### src/rtl/fuzz_capture_pkg.sv
// Shared types and MISR arithmetic for the fuzz response capture stage.
package fuzz_capture_pkg;

   typedef enum logic [1:0] {
      ST_IDLE = 2'd0,
      ST_RUN  = 2'd1,
      ST_DONE = 2'd2
   } state_t;

   // The MISR arithmetic is defined for a 32-bit register.
   localparam int          MISR_W    = 32;
   localparam logic [31:0] MISR_POLY = 32'h04C1_1DB7;
   localparam logic [31:0] MISR_SEED = 32'hFFFF_FFFF;

   // One MISR step: Galois shift with feedback on the outgoing MSB, then
   // fold in the (already zero-extended) sample.
   function automatic logic [MISR_W-1:0] misr_step(input logic [MISR_W-1:0] sig,
                                                   input logic [MISR_W-1:0] data);
      logic [MISR_W-1:0] w_shift;
      w_shift   = {sig[MISR_W-2:0], 1'b0} ^ (sig[MISR_W-1] ? MISR_POLY : '0);
      misr_step = w_shift ^ data;
   endfunction

endpackage

### src/rtl/fuzz_misr.sv
// Signature register for the capture stage: reseeds on i_load_seed and
// compacts one sample per i_step. i_load_seed has priority over i_step.
module fuzz_misr
   import fuzz_capture_pkg::*;
#(
   parameter int SIG_W = 32,
   parameter int OUT_W = 8
) (
   input  logic             clk,
   input  logic             rst,
   input  logic             i_load_seed,
   input  logic             i_step,
   input  logic [OUT_W-1:0] i_data,
   output logic [SIG_W-1:0] o_sig
);

   logic [SIG_W-1:0] r_sig;
   logic [SIG_W-1:0] w_data_ext;

   assign w_data_ext = SIG_W'(i_data);

   // Signature register: seed on reset or run start, otherwise step on accept.
   always_ff @(posedge clk or posedge rst) begin
      if (rst) begin
         r_sig <= MISR_SEED;
      end else if (i_load_seed) begin
         r_sig <= MISR_SEED;
      end else if (i_step) begin
         r_sig <= misr_step(r_sig, w_data_ext);
      end
   end

   assign o_sig = r_sig;

endmodule

### src/rtl/fuzz_response_capture.sv
// Capture stage for the fuzz wrapper: compacts a run of response samples into
// a MISR signature, counts accepts and aborts when the input stalls.
// Optional per-bit toggle coverage is built when FUZZ_CAPTURE_COVERAGE_EN is
// defined; otherwise toggle_mask is tied to zero.
//
//   state   | meaning
//   --------+------------------------------------------------------------
//   ST_IDLE | after reset, waiting for start
//   ST_RUN  | accepting samples, idle timer running
//   ST_DONE | run finished (count reached or stall); results held
module fuzz_response_capture
   import fuzz_capture_pkg::*;
#(
   parameter int OUT_W   = 8,
   parameter int SIG_W   = 32,
   parameter int CNT_W   = 16,
   parameter int TIMEOUT = 255
) (
   input  logic             clk,
   input  logic             rst,
   input  logic             start,
   input  logic [CNT_W-1:0] num_vectors,
   input  logic             in_valid,
   input  logic [OUT_W-1:0] in_data,
   output logic             in_ready,
   output logic             busy,
   output logic             done,
   output logic             timeout,
   output logic [SIG_W-1:0] signature,
   output logic [CNT_W-1:0] vec_count,
   output logic [OUT_W-1:0] toggle_mask
);

   localparam int IDLE_W = $clog2(TIMEOUT + 1);

   state_t            r_state;
   state_t            w_state_nxt;
   logic [CNT_W-1:0]  r_num_vec;
   logic [CNT_W-1:0]  r_vec_cnt;
   logic [CNT_W-1:0]  w_cnt_nxt;
   logic [IDLE_W-1:0] r_idle_left;
   logic              r_busy;
   logic              r_done;
   logic              r_timeout;
   logic              w_in_ready;
   logic              w_accept;
   logic              w_last;
   logic              w_stall_tc;
   logic              w_load_seed;
   logic              w_step;
   logic              w_set_timeout;

   assign w_in_ready = (r_state == ST_RUN);
   assign w_accept   = in_valid & w_in_ready;
   assign w_cnt_nxt  = (&r_vec_cnt) ? r_vec_cnt : r_vec_cnt + 1'b1;
   assign w_last     = w_accept && (w_cnt_nxt == r_num_vec);
   // Terminal count: this idle cycle is the TIMEOUT-th in a row.
   assign w_stall_tc = w_in_ready && !w_accept && (r_idle_left == IDLE_W'(1));

   // State register.
   always_ff @(posedge clk or posedge rst) begin
      if (rst) begin
         r_state <= ST_IDLE;
      end else begin
         r_state <= w_state_nxt;
      end
   end

   // Next-state and control decode; a final accept beats a coincident stall.
   always_comb begin
      w_state_nxt   = r_state;
      w_load_seed   = 1'b0;
      w_step        = 1'b0;
      w_set_timeout = 1'b0;
      case (r_state)
         ST_IDLE, ST_DONE: begin
            if (start) begin
               w_load_seed = 1'b1;
               w_state_nxt = (num_vectors == '0) ? ST_DONE : ST_RUN;
            end
         end
         ST_RUN: begin
            if (w_accept) begin
               w_step = 1'b1;
               if (w_last) begin
                  w_state_nxt = ST_DONE;
               end
            end else if (w_stall_tc) begin
               w_state_nxt   = ST_DONE;
               w_set_timeout = 1'b1;
            end
         end
         default: begin
            w_state_nxt = ST_IDLE;
         end
      endcase
   end

   // Run length, sample counter and idle down-counter.
   always_ff @(posedge clk or posedge rst) begin
      if (rst) begin
         r_num_vec   <= '0;
         r_vec_cnt   <= '0;
         r_idle_left <= IDLE_W'(TIMEOUT);
      end else if (w_load_seed) begin
         r_num_vec   <= num_vectors;
         r_vec_cnt   <= '0;
         r_idle_left <= IDLE_W'(TIMEOUT);
      end else if (w_step) begin
         r_vec_cnt   <= w_cnt_nxt;
         r_idle_left <= IDLE_W'(TIMEOUT);
      end else if (w_in_ready && (r_idle_left != '0)) begin
         r_idle_left <= r_idle_left - 1'b1;
      end
   end

   // Registered status flags, loaded from the next state so they track it.
   always_ff @(posedge clk or posedge rst) begin
      if (rst) begin
         r_busy    <= 1'b0;
         r_done    <= 1'b0;
         r_timeout <= 1'b0;
      end else begin
         r_busy <= (w_state_nxt == ST_RUN);
         r_done <= (w_state_nxt == ST_DONE);
         if (w_load_seed) begin
            r_timeout <= 1'b0;
         end else if (w_set_timeout) begin
            r_timeout <= 1'b1;
         end
      end
   end

   fuzz_misr #(
      .SIG_W (SIG_W),
      .OUT_W (OUT_W)
   ) u_misr (
      .clk         (clk),
      .rst         (rst),
      .i_load_seed (w_load_seed),
      .i_step      (w_step),
      .i_data      (in_data),
      .o_sig       (signature)
   );

`ifdef FUZZ_CAPTURE_COVERAGE_EN
   logic [OUT_W-1:0] r_prev;
   logic [OUT_W-1:0] r_toggle;

   // Toggle coverage: the first accept of a run (count still zero) only
   // primes the previous-sample register.
   always_ff @(posedge clk or posedge rst) begin
      if (rst) begin
         r_prev   <= '0;
         r_toggle <= '0;
      end else if (w_load_seed) begin
         r_toggle <= '0;
      end else if (w_step) begin
         r_prev <= in_data;
         if (r_vec_cnt != '0) begin
            r_toggle <= r_toggle | (in_data ^ r_prev);
         end
      end
   end

   assign toggle_mask = r_toggle;
`else
   assign toggle_mask = '0;
`endif

   assign in_ready  = w_in_ready;
   assign busy      = r_busy;
   assign done      = r_done;
   assign timeout   = r_timeout;
   assign vec_count = r_vec_cnt;

endmodule

### config.mk
export PLATFORM = sky130hd
export DESIGN_NAME = fuzz_response_capture
export DESIGN_NICKNAME = d
export VERILOG_FILES = /design/src/rtl/fuzz_capture_pkg.sv /design/src/rtl/fuzz_misr.sv /design/src/rtl/fuzz_response_capture.sv
export SDC_FILE = /design/constraint.sdc
export NUM_CORES = 1
export LEC_CHECK = 0
export ABC_AREA = 1
export ABC_CLOCK_PERIOD_IN_PS = 3000
export CORE_AREA = 2 2 97 99
export DETAILED_ROUTE_END_ITERATION = 16
export DIE_AREA = 0 0 99 101
export GPL_TIMING_DRIVEN = 1
export PLACE_DENSITY = 0.78
export SYNTH_ARGS = -nofsm -noshare
export SYNTH_HDL_FRONTEND = slang
export SYNTH_SLANG_ARGS = --single-unit
### constraint.sdc
create_clock -name clk -period 3 [get_ports clk]
set_input_delay 0.3 -clock clk [delete_from_list [all_inputs] [get_ports clk]]
set_output_delay 0.3 -clock clk [all_outputs]
set_load 0.01 [all_outputs]
After elaboration in Yosys (flattened, before gate mapping)
Index checks and enable logic that the tools add are counted.

Logic and storage cells: 56. Bits in registers: 77.

Multiplexer cells: 24. $add $sub $neg: 2. Reduce and logical (&&, ||, !) cells: 13. Bitwise logic cells: 3. Equal/unequal tests: 6.

Operators with widths (count): 32-bit two-way mux (2); 16-bit two-way mux (3); 32-bit XOR (1); 32-bit by 8-bit XOR with 32-bit output (1); 27-bit two-way mux (1); 8-bit two-way mux (3); 16-bit by 1-bit adder with 16-bit output, second input constant (1); 16-bit equality test (1); 16-bit logical NOT (1); 16-bit AND reduction (1); 2-bit two-way mux (5); 1-bit two-way mux (9); 8-bit by 1-bit equality test with 1-bit output, second input constant (1); 8-bit nonzero test (1); 8-bit by 1-bit subtractor with 8-bit output, second input constant (1); 2-bit by 1-bit equality test with 1-bit output, second input constant (2); 2-bit equality test, second input constant (2); 1-bit logical AND (4); 2-bit one-hot mux with 2 select lines (1); 2-bit nonzero test (2); 3-bit nonzero test (1); 2-bit logical NOT (1); 2-bit OR reduction (1); 1-bit bitwise AND (1); 1-bit logical NOT (1).

Longest topological paths before layout
Depth in word-level cells: 10. Gate-level depth with buffers: 16.

Cells and area by module
A second synthesis with hierarchy kept.

Cell total of the unflattened synthesis: 595. Area, all modules: 4443.0 µm².

Modules (own cells, without submodules): fuzz_response_capture (area an instance 2867.8 µm², cells an instance 414, instances 1); fuzz_misr (area an instance 1575.3 µm², cells an instance 181, instances 1).

Worst setup path before layout
OpenSTA, ideal clock, no wires.

Kind: reg-to-reg. Start: reg r_vec_cnt[0], in the netlist vec_count[0]. End: reg r_done, in the netlist done. Data required time: 2934 ps. Path slack: 1069 ps. Path buffers: 1. Clock period less this slack: 1931 ps. Library setup time: 66 ps. Data arrival time: 1865 ps. Cell stages (with the launch flop): 17. Path through: dfrtp_1 ha_1 nand2_2 nor2_4 nand2_4 nor2_8 inv_4 buf_6 nand3_2 nand2_1 a21oi_2 nand2_1 nor2_1 nand2_1 nand2_1 nand2_1 nand2_1.

Cells in the longest elaborated chain, start to end: 8.

Ends and longest elaborated chain: from (decl) (line fuzz_response_capture.sv:39) `logic [CNT_W-1:0] r_vec_cnt;`; from (signal assigned) (line fuzz_response_capture.sv:110) `r_vec_cnt <= w_cnt_nxt;`; 16-bit by 1-bit adder with 16-bit output / 16-bit AND reduction (equally long branches) (line fuzz_response_capture.sv:55) `assign w_cnt_nxt = (&r_vec_cnt) ? r_vec_cnt : r_vec_cnt + 1'b1;`; 16-bit two-way mux (*) (line fuzz_response_capture.sv:55); 16-bit equality test (*) (line fuzz_response_capture.sv:56) `assign w_last = w_accept && (w_cnt_nxt == r_num_vec);`; 1-bit logical AND (*) (line fuzz_response_capture.sv:56); 2-bit two-way mux (*) (line fuzz_response_capture.sv:85) `if (w_last) begin`; 2-bit two-way mux (*) (line fuzz_response_capture.sv:83) `if (w_accept) begin`; 2-bit one-hot mux with 2 select lines (*) (line fuzz_response_capture.sv:75) `case (r_state)`; 2-bit equality test (*) (line fuzz_response_capture.sv:125) `r_done <= (w_state_nxt == ST_DONE);`; to (signal assigned) (line fuzz_response_capture.sv:125); to (decl) (line fuzz_response_capture.sv:43) `logic r_done;`.

Every way passes the cells marked *; elsewhere a longest branch is shown, timed or not. A chain may end at the register's enable or synchronous reset.

Worst setup path in the final report
Start: reg r_vec_cnt[0], in the netlist vec_count[0]. End: reg r_state[1].

Cells in the longest elaborated chain, start to end: 7.

Ends and longest elaborated chain: 16-bit by 1-bit adder with 16-bit output / 16-bit AND reduction (equally long branches) (line fuzz_response_capture.sv:55); 16-bit two-way mux (*) (line fuzz_response_capture.sv:55); 16-bit equality test (*) (line fuzz_response_capture.sv:56); 1-bit logical AND (*) (line fuzz_response_capture.sv:56); 2-bit two-way mux (*) (line fuzz_response_capture.sv:85); 2-bit two-way mux (*) (line fuzz_response_capture.sv:83); 2-bit one-hot mux with 2 select lines (*) (line fuzz_response_capture.sv:75); via w_state_nxt[1] (line fuzz_response_capture.sv:37) `state_t w_state_nxt;`; to (signal assigned) (line fuzz_response_capture.sv:65) `r_state <= w_state_nxt;`; to (decl) (line fuzz_response_capture.sv:36) `state_t r_state;`.

Mark *: on every way through the listed nets, which the timed path passes. The rest lies on a longest branch.

==> qor.json <==
{
  "outcome": "finished, final reports clean",
  "worst_setup_path_end_kind": "flop",
  "start_util_pct": 46.7,
  "rrSetupSlack_ns": 0.70,
  "synth-async-reset-ratio_pct": 100,
  "final_cells": 721,
  "final.min_clock_period_ns": 2.30,
  "regToRegStartpoint": "vec_count[0]",
  "routed_wl_um": 10500,
  "hpwl_um": 7540,
  "worst_ep_required_time_ns": 3.29,
  "timing_worst_setup_path_type": "reg2reg",
  "hold_viol": 0,
  "synth_flop_cell": "dfstp_2",
  "ys_seq_elements": 77,
  "synth_edf_count": 0,
  "layout-drive-gt1-share_pct": 13.8,
  "rr_endpoint": "r_state[1]",
  "final_antenna_violating_net_count": 0,
  "via_count": 3754,
  "tritoncts_num_sinks": 77,
  "layout_commonest_cell": "nand2_1",
  "final_weighted_congestion_of_routability_driven_global_placement": 0.915,
  "cts-root-buf": "clkbuf_8",
  "grt.met1_usage_pct": 25.5,
  "vdd_drop_max_v": 0.000529,
  "path_clk_slew_ns": 0.09,
  "number_of_antenna_violations_at_the_first_check_in_global_routing": 0,
  "routedWlPerCell_um": 14.6,
  "cts_repair_resize_count": 0,
  "dp_cells": 705,
  "die_area_um2": 10000,
  "cts_tree": "done",
  "timing.fmax_ghz": 0.435,
  "avgSynthCellArea_um2": 7.96,
  "dieHeight_um": 101,
  "fin_nets": 636,
  "finalMaxSlewViolations": 0,
  "synth_warnings": 0,
  "global_route.usage.met2_pct": 37.6,
  "final_min_period_over_clock_period_pct": 76.6,
  "static-leakage-power_nw": 2.46,
  "setup_viol": 0,
  "ios": 88,
  "yosys.cell_types.count": 38,
  "n_fill_cell": 799,
  "io_buffers": 79,
  "fin_worst_skew_ns": 0.0126,
  "first_iter_violations": 129,
  "all_layer_global_routing_usage_pct": 21.7,
  "grt_setup_unrepaired": "false",
  "grt_first_pass_wirelength_um": 17300,
  "critical_path_arrival_ns": 2.59,
  "grt_max_degree": 45,
  "globalRouteMet3Util_pct": 5.89,
  "detailedPlace.worstSlack_ns": 0.748,
  "grt-busiest-layer": "met2",
  "grt_pass1_vias": 3691,
  "syn-instance-count": 526,
  "yosysSeqAreaShare_pct": 47.2,
  "numCtsBuffers": 9,
  "min_path_type": "in2async",
  "syn_area_um2": 4190,
  "drtPass1Iterations": 4,
  "final_worst_setup_slack_ns": 0.703,
  "timing.critical_path.fanout_max": 5,
  "growth_of_design_area_from_synthesis_to_finish_pct": 26.1,
  "fin_tns_setup_ns": 0,
  "most-common-layout-cells": "nand2_1, clkdlybuf4s50_1, inv_1",
  "max-cap-violations": 0,
  "remaining_drc_errors": 0,
  "core_um2": 8980,
  "post-cts-setup-buffers": 0,
  "worstRegToRegCells": 14,
  "worst_slew_margin_rel_pct": 45.8,
  "insertion_delay_ns": 0.36,
  "dr_vias_cell": 5.21,
  "timing_worst_slew_pin_value_ns": 0.812,
  "rows": 35,
  "die_x_um": 99,
  "cts-root-to-sink-buffers": 2,
  "cts_hold_repair.buffers": 0,
  "overflow": 0,
  "cp-start-kind": "flop",
  "antenna-diode-count": 0,
  "max_h_tree_level": 3,
  "power_per_cell_area_nw_per_um2": 961
}
through the flow:
step	utilization, %	total power (W)	cell area (um^2)	hold WS, ns
2_1_floorplan	-	0.00328	4220	0.417
3_3_place_gp	56.5	0.00418	5070	0.473
3_5_place_dp	56.5	0.00425	5070	0.477
4_1_cts	58.8	0.00510	5280	0.451
5_1_grt	58.8	0.00545	5280	0.470
6_report	58.8	0.00508	5280	0.445
worst max-delay path by stage:
stage | end | from
2_1_floorplan | busy | rst
3_3_place_gp | busy | vec_count[0]
3_5_place_dp | r_state[1] | vec_count[0]
4_1_cts | r_state[1] | vec_count[0]
5_1_grt | r_state[1] | vec_count[0]
6_report | r_state[1] | vec_count[0]
kinds of logic (layout without fill, tap and decap cells):
logic type | Yosys count | in the layout | synth area share [%]
buffers and inverters | 89 | 166 | 9.02
other | 1 | 8 | 0.0895
AOI/OAI and AO/OA | 84 | 84 | 11.4
adders and majority gates | 3 | 3 | 0.896
DFF | 77 | 77 | 47.2
and+or+nand+nor | 247 | 247 | 26.2
xor gates and xnor gates | 25 | 25 | 5.23
per-layer routing:
metal | part of all wire [%] | vias up
met1 | 41 | 1788
met3 | 6.4 | 16
met4 | 2.3 | 0
met2 | 51 | 116
met5 | 0 | -
li1 | - | 1834
area by class of cell:
cell class | count | area [um^2] | share of cell area, %
clock buffer | 11 | 151 | 2.87
inverter | 65 | 246 | 4.67
sequential | 77 | 1980 | 37.4
tap | 111 | 139 | 2.63
multi-input combinational | 367 | 1860 | 35.3
timing repair buffer | 85 | 848 | 16.1
clock inverter | 5 | 57.6 | 1.09
state kept, by name, indices dropped and copies added, names as in the netlist:
register and count:
busy 1, done 1, r_idle_left 8, r_num_vec 16, r_state 2, timeout 1
u_misr.o_sig 32, vec_count 16
cells in the mapped netlist, types with 2 or more instances:
library cell,n,area share (%)
nor2_1,45,4.0
buf_2,3,0.36
a22oi_1,7,1.3
nand2_2,3,0.45
or2_2,5,0.75
a22o_1,3,0.63
buf_4,8,1.4
dfrtp_1,37,22
o21ai_0,46,5.5
xnor2_1,13,2.7
xor2_1,12,2.5
ha_1,3,0.90
nand2_1,136,12
o211ai_1,3,0.54
a21oi_1,17,2.0
o22ai_1,4,0.60
inv_1,63,5.6
nand3_1,31,3.7
nor2_4,4,1.1
nand3b_1,3,0.54
nand4_1,10,1.5
dfstp_2,40,25
nor4_1,4,0.60
clkbuf_1,11,0.99
nor2_2,2,0.30
worst max-delay path, cell delays in order, from the launching register on:
cell and delay, ns:
dfrtp_1 0.43, ha_1 0.30, nand3_1 0.19, nor2_2 0.19, xor2_1 0.26, nand2_1 0.11, nand2_1 0.07, nand2_1 0.06
a21oi_2 0.12, nand2_1 0.06, nor2_1 0.10, nand2_1 0.12, nand2_1 0.08, nand2_1 0.06, nand2_1 0.08
report_power, final:
group / total, W / internal [W] / leakage [nW] / switching, W
Sequential: 0.00198 / 0.00161 / 0.900 / 0.000366
Combinational: 0.00227 / 0.00106 / 1.45 / 0.00120
Clock: 0.000828 / 0.000430 / 0.106 / 0.000398
(Power assumes the default switching activity.)
==> RTL change (same settings) <==
`OUT_W` is set to 8 in 2 places; all go to 10.
--- a/src/rtl/fuzz_misr.sv
+++ b/src/rtl/fuzz_misr.sv
@@ -4,7 +4,7 @@
    import fuzz_capture_pkg::*;
 #(
    parameter int SIG_W = 32,
-   parameter int OUT_W = 8
+   parameter int OUT_W = 10
 ) (
    input  logic             clk,
    input  logic             rst,
--- a/src/rtl/fuzz_response_capture.sv
+++ b/src/rtl/fuzz_response_capture.sv
@@ -11,7 +11,7 @@
 module fuzz_response_capture
    import fuzz_capture_pkg::*;
 #(
-   parameter int OUT_W   = 8,
+   parameter int OUT_W   = 10,
    parameter int SIG_W   = 32,
    parameter int CNT_W   = 16,
    parameter int TIMEOUT = 255
Interface: changed (resized in_data and toggle_mask); port bits go from 88 to 92. The function was not compared with the original's and may differ.
==> RTL change against the original RTL <==
Total power about the same; cell area is 0.78% higher; first-iteration DRC count up 74%; sequential share of layout area is 0.29 points lower; hold slack worse by 0.14 ns; count of clock-buffer cells in the layout decreased by 1; setup slack improved by 0.013 ns; wire length down 0.53%; clock power shrank 3.0%; area after synthesis rose by 1.1%; critical endpoint unchanged; sequential cell count unchanged.
==> RTL change: results (changes against the original RTL) <==
Timing
The transition time at the pin with the least slew margin is 0.6320 ns (was 0.8124 ns). The final critical-path share of the clock period came to 0.7614 (was 0.7656). The final worst clock skew is 0.009335 ns (was 0.01264 ns).

Placement
The routability congestion estimate from global placement is 0.9332 (was 0.9153). The number of port buffers was 81 (was 79). The pre-CTS setup slack is 0.7557 ns (was 0.7477 ns). The number of placed instances, taps included was 704 (was 705). The half-perimeter wire length of the detailed placement result is 7.648 mm (was 7.537 mm).

The area of placed instances is 5126 um2 (was 5074 um2).

Worst setup path
The critical path capture point is r_state[1] (unchanged). The kind of start point of the critical path is a flop (unchanged). The worst flop-to-flop path startpoint is vec_count[0] (unchanged). The number of cells traversed by the worst register-to-register path came to 15 (was 14).

Yosys
The share of the yosys chip area belonging to registers was 0.4666 (was 0.4719). Synth top area cells: dfstp_2 (25%), dfrtp_1 (22%), nand2_1 (11%), o21ai_0 (5.6%), inv_1 (5.1%) (was dfstp_2 (25%), dfrtp_1 (22%), nand2_1 (12%), inv_1 (5.6%), o21ai_0 (5.5%)). The share of flip-flops with an asynchronous set or reset after synthesis is 1.000 (unchanged).

The distinct cell type count of the synthesized netlist is 39 (was 38). The gate count of the mapped netlist is 524 (was 526). Most frequent cells after synthesis: nand2_1 (125), inv_1 (58), o21ai_0 (47), nor2_1 (44), dfstp_2 (40) (was nand2_1 (136), inv_1 (63), o21ai_0 (46), nor2_1 (45), dfstp_2 (40)).

GRT
The via count of the first global-routing pass was 3582 (was 3691). The wire length of the first global-routing pass was 17.17 mm (was 17.30 mm). The pin count of the biggest net entering global routing is 46 (was 45). The fraction of met3 tracks used by global routing was 0.05687 (was 0.05895). The global-route met2 utilization is 0.3607 (was 0.3758). The number of antenna violations at the first check in global routing is 0 (unchanged). The global-route met1 utilization is 0.2747 (was 0.2550).

The combined global-route utilization of all metal layers is 0.2164 (was 0.2174).

Run status
Run status: finished, final reports clean (unchanged).

CTS
The maximum number of buffers from clock root to sink is 2 (unchanged). The number of instances resized during post-cts repair is 0 (unchanged).

Detailed routing
The met3 routed wirelength is 760 um (was 676 um). The met1 routed wirelength after detailed routing is 4.362 mm (was 4.281 mm). The number of violations reported at the end of detailed-routing iteration 0 is 225 (was 129).

The total wire length is 10.49 mm (was 10.54 mm). The number of vias per cell after detailed routing is 5.214 (was 5.207). The highest signal layer in the routed design is met4 (unchanged). The total met2 wirelength after detailed routing is 5.224 mm (was 5.338 mm).

Power
The static leakage is 2.439 nW (was 2.460 nW). The worst IR drop on VDD is 0.6002 mV (was 0.5288 mV).

Cells and area
The fraction of final layout cells with drive strength greater than 1 is 0.1527 (was 0.1377). The layout net count is 637 (was 636). The number of standard cells in the layout, taps in and fillers out is 720 (was 721).
RTL change: cell types whose count changed after synthesis, sizes merged, moves of 2 or more:
| cell | change |
|---|---|
| xor2 | +2 |
| inv | -4 |
| o21ai | +4 |
| nand3 | -4 |
| nand4 | -3 |
| clkbuf | +2 |
| nand2 | -6 |
| a21oi | +3 |
RTL change: how the worst min path moves through the flow:
| stage | from | cells past startpoint | slack, ns | end |
|---|---|---|---|---|
| final | rst | 2 | 0.31 | timeout |
| after global routing | rst | 2 | 0.34 | done |
| after CTS | rst | 2 | 0.31 | done |
| after detailed placement | u_misr.o_sig[15] | 2 | 0.49 | u_misr.o_sig[15] |
| after global placement | u_misr.o_sig[15] | 2 | 0.47 | u_misr.o_sig[15] |
| after floorplan | num_vectors[12] | 2 | 0.42 | r_num_vec[12] |
RTL change: power breakdown:
| group | total [mW] | switching (mW) | internal (mW) |
|---|---|---|---|
| clock | 0.803 | 0.399 | 0.405 |
| sequential | 2.00 | 0.383 | 1.62 |
| combinational | 2.28 | 1.19 | 1.09 |
| total | 5.08 | 1.97 | 3.11 |
RTL change: layout make-up:
type | instances | area, um2
Multi-Input combinational cell | 368 | 1911
Inverter | 61 | 231.5
Timing Repair Buffer | 87 | 868.3
Clock inverter | 6 | 60.06
Tap cell | 111 | 138.9
Sequential cell | 77 | 1977
Clock buffer | 10 | 137.6
Fill cell | 808 | 3654
RTL change: logic make-up (layout without fill, tap and decap cells):
kind of cell    Yosys count  after routing  synth area share
fa+ha+maj                 3              3          0.008861
xor+xnor                 28             28           0.05789
simple gates            235            235            0.2510
other cells               1             10         0.0008852
buf+inv                  88            164           0.09096
compound gates           92             92            0.1237
flops                    77             77            0.4666
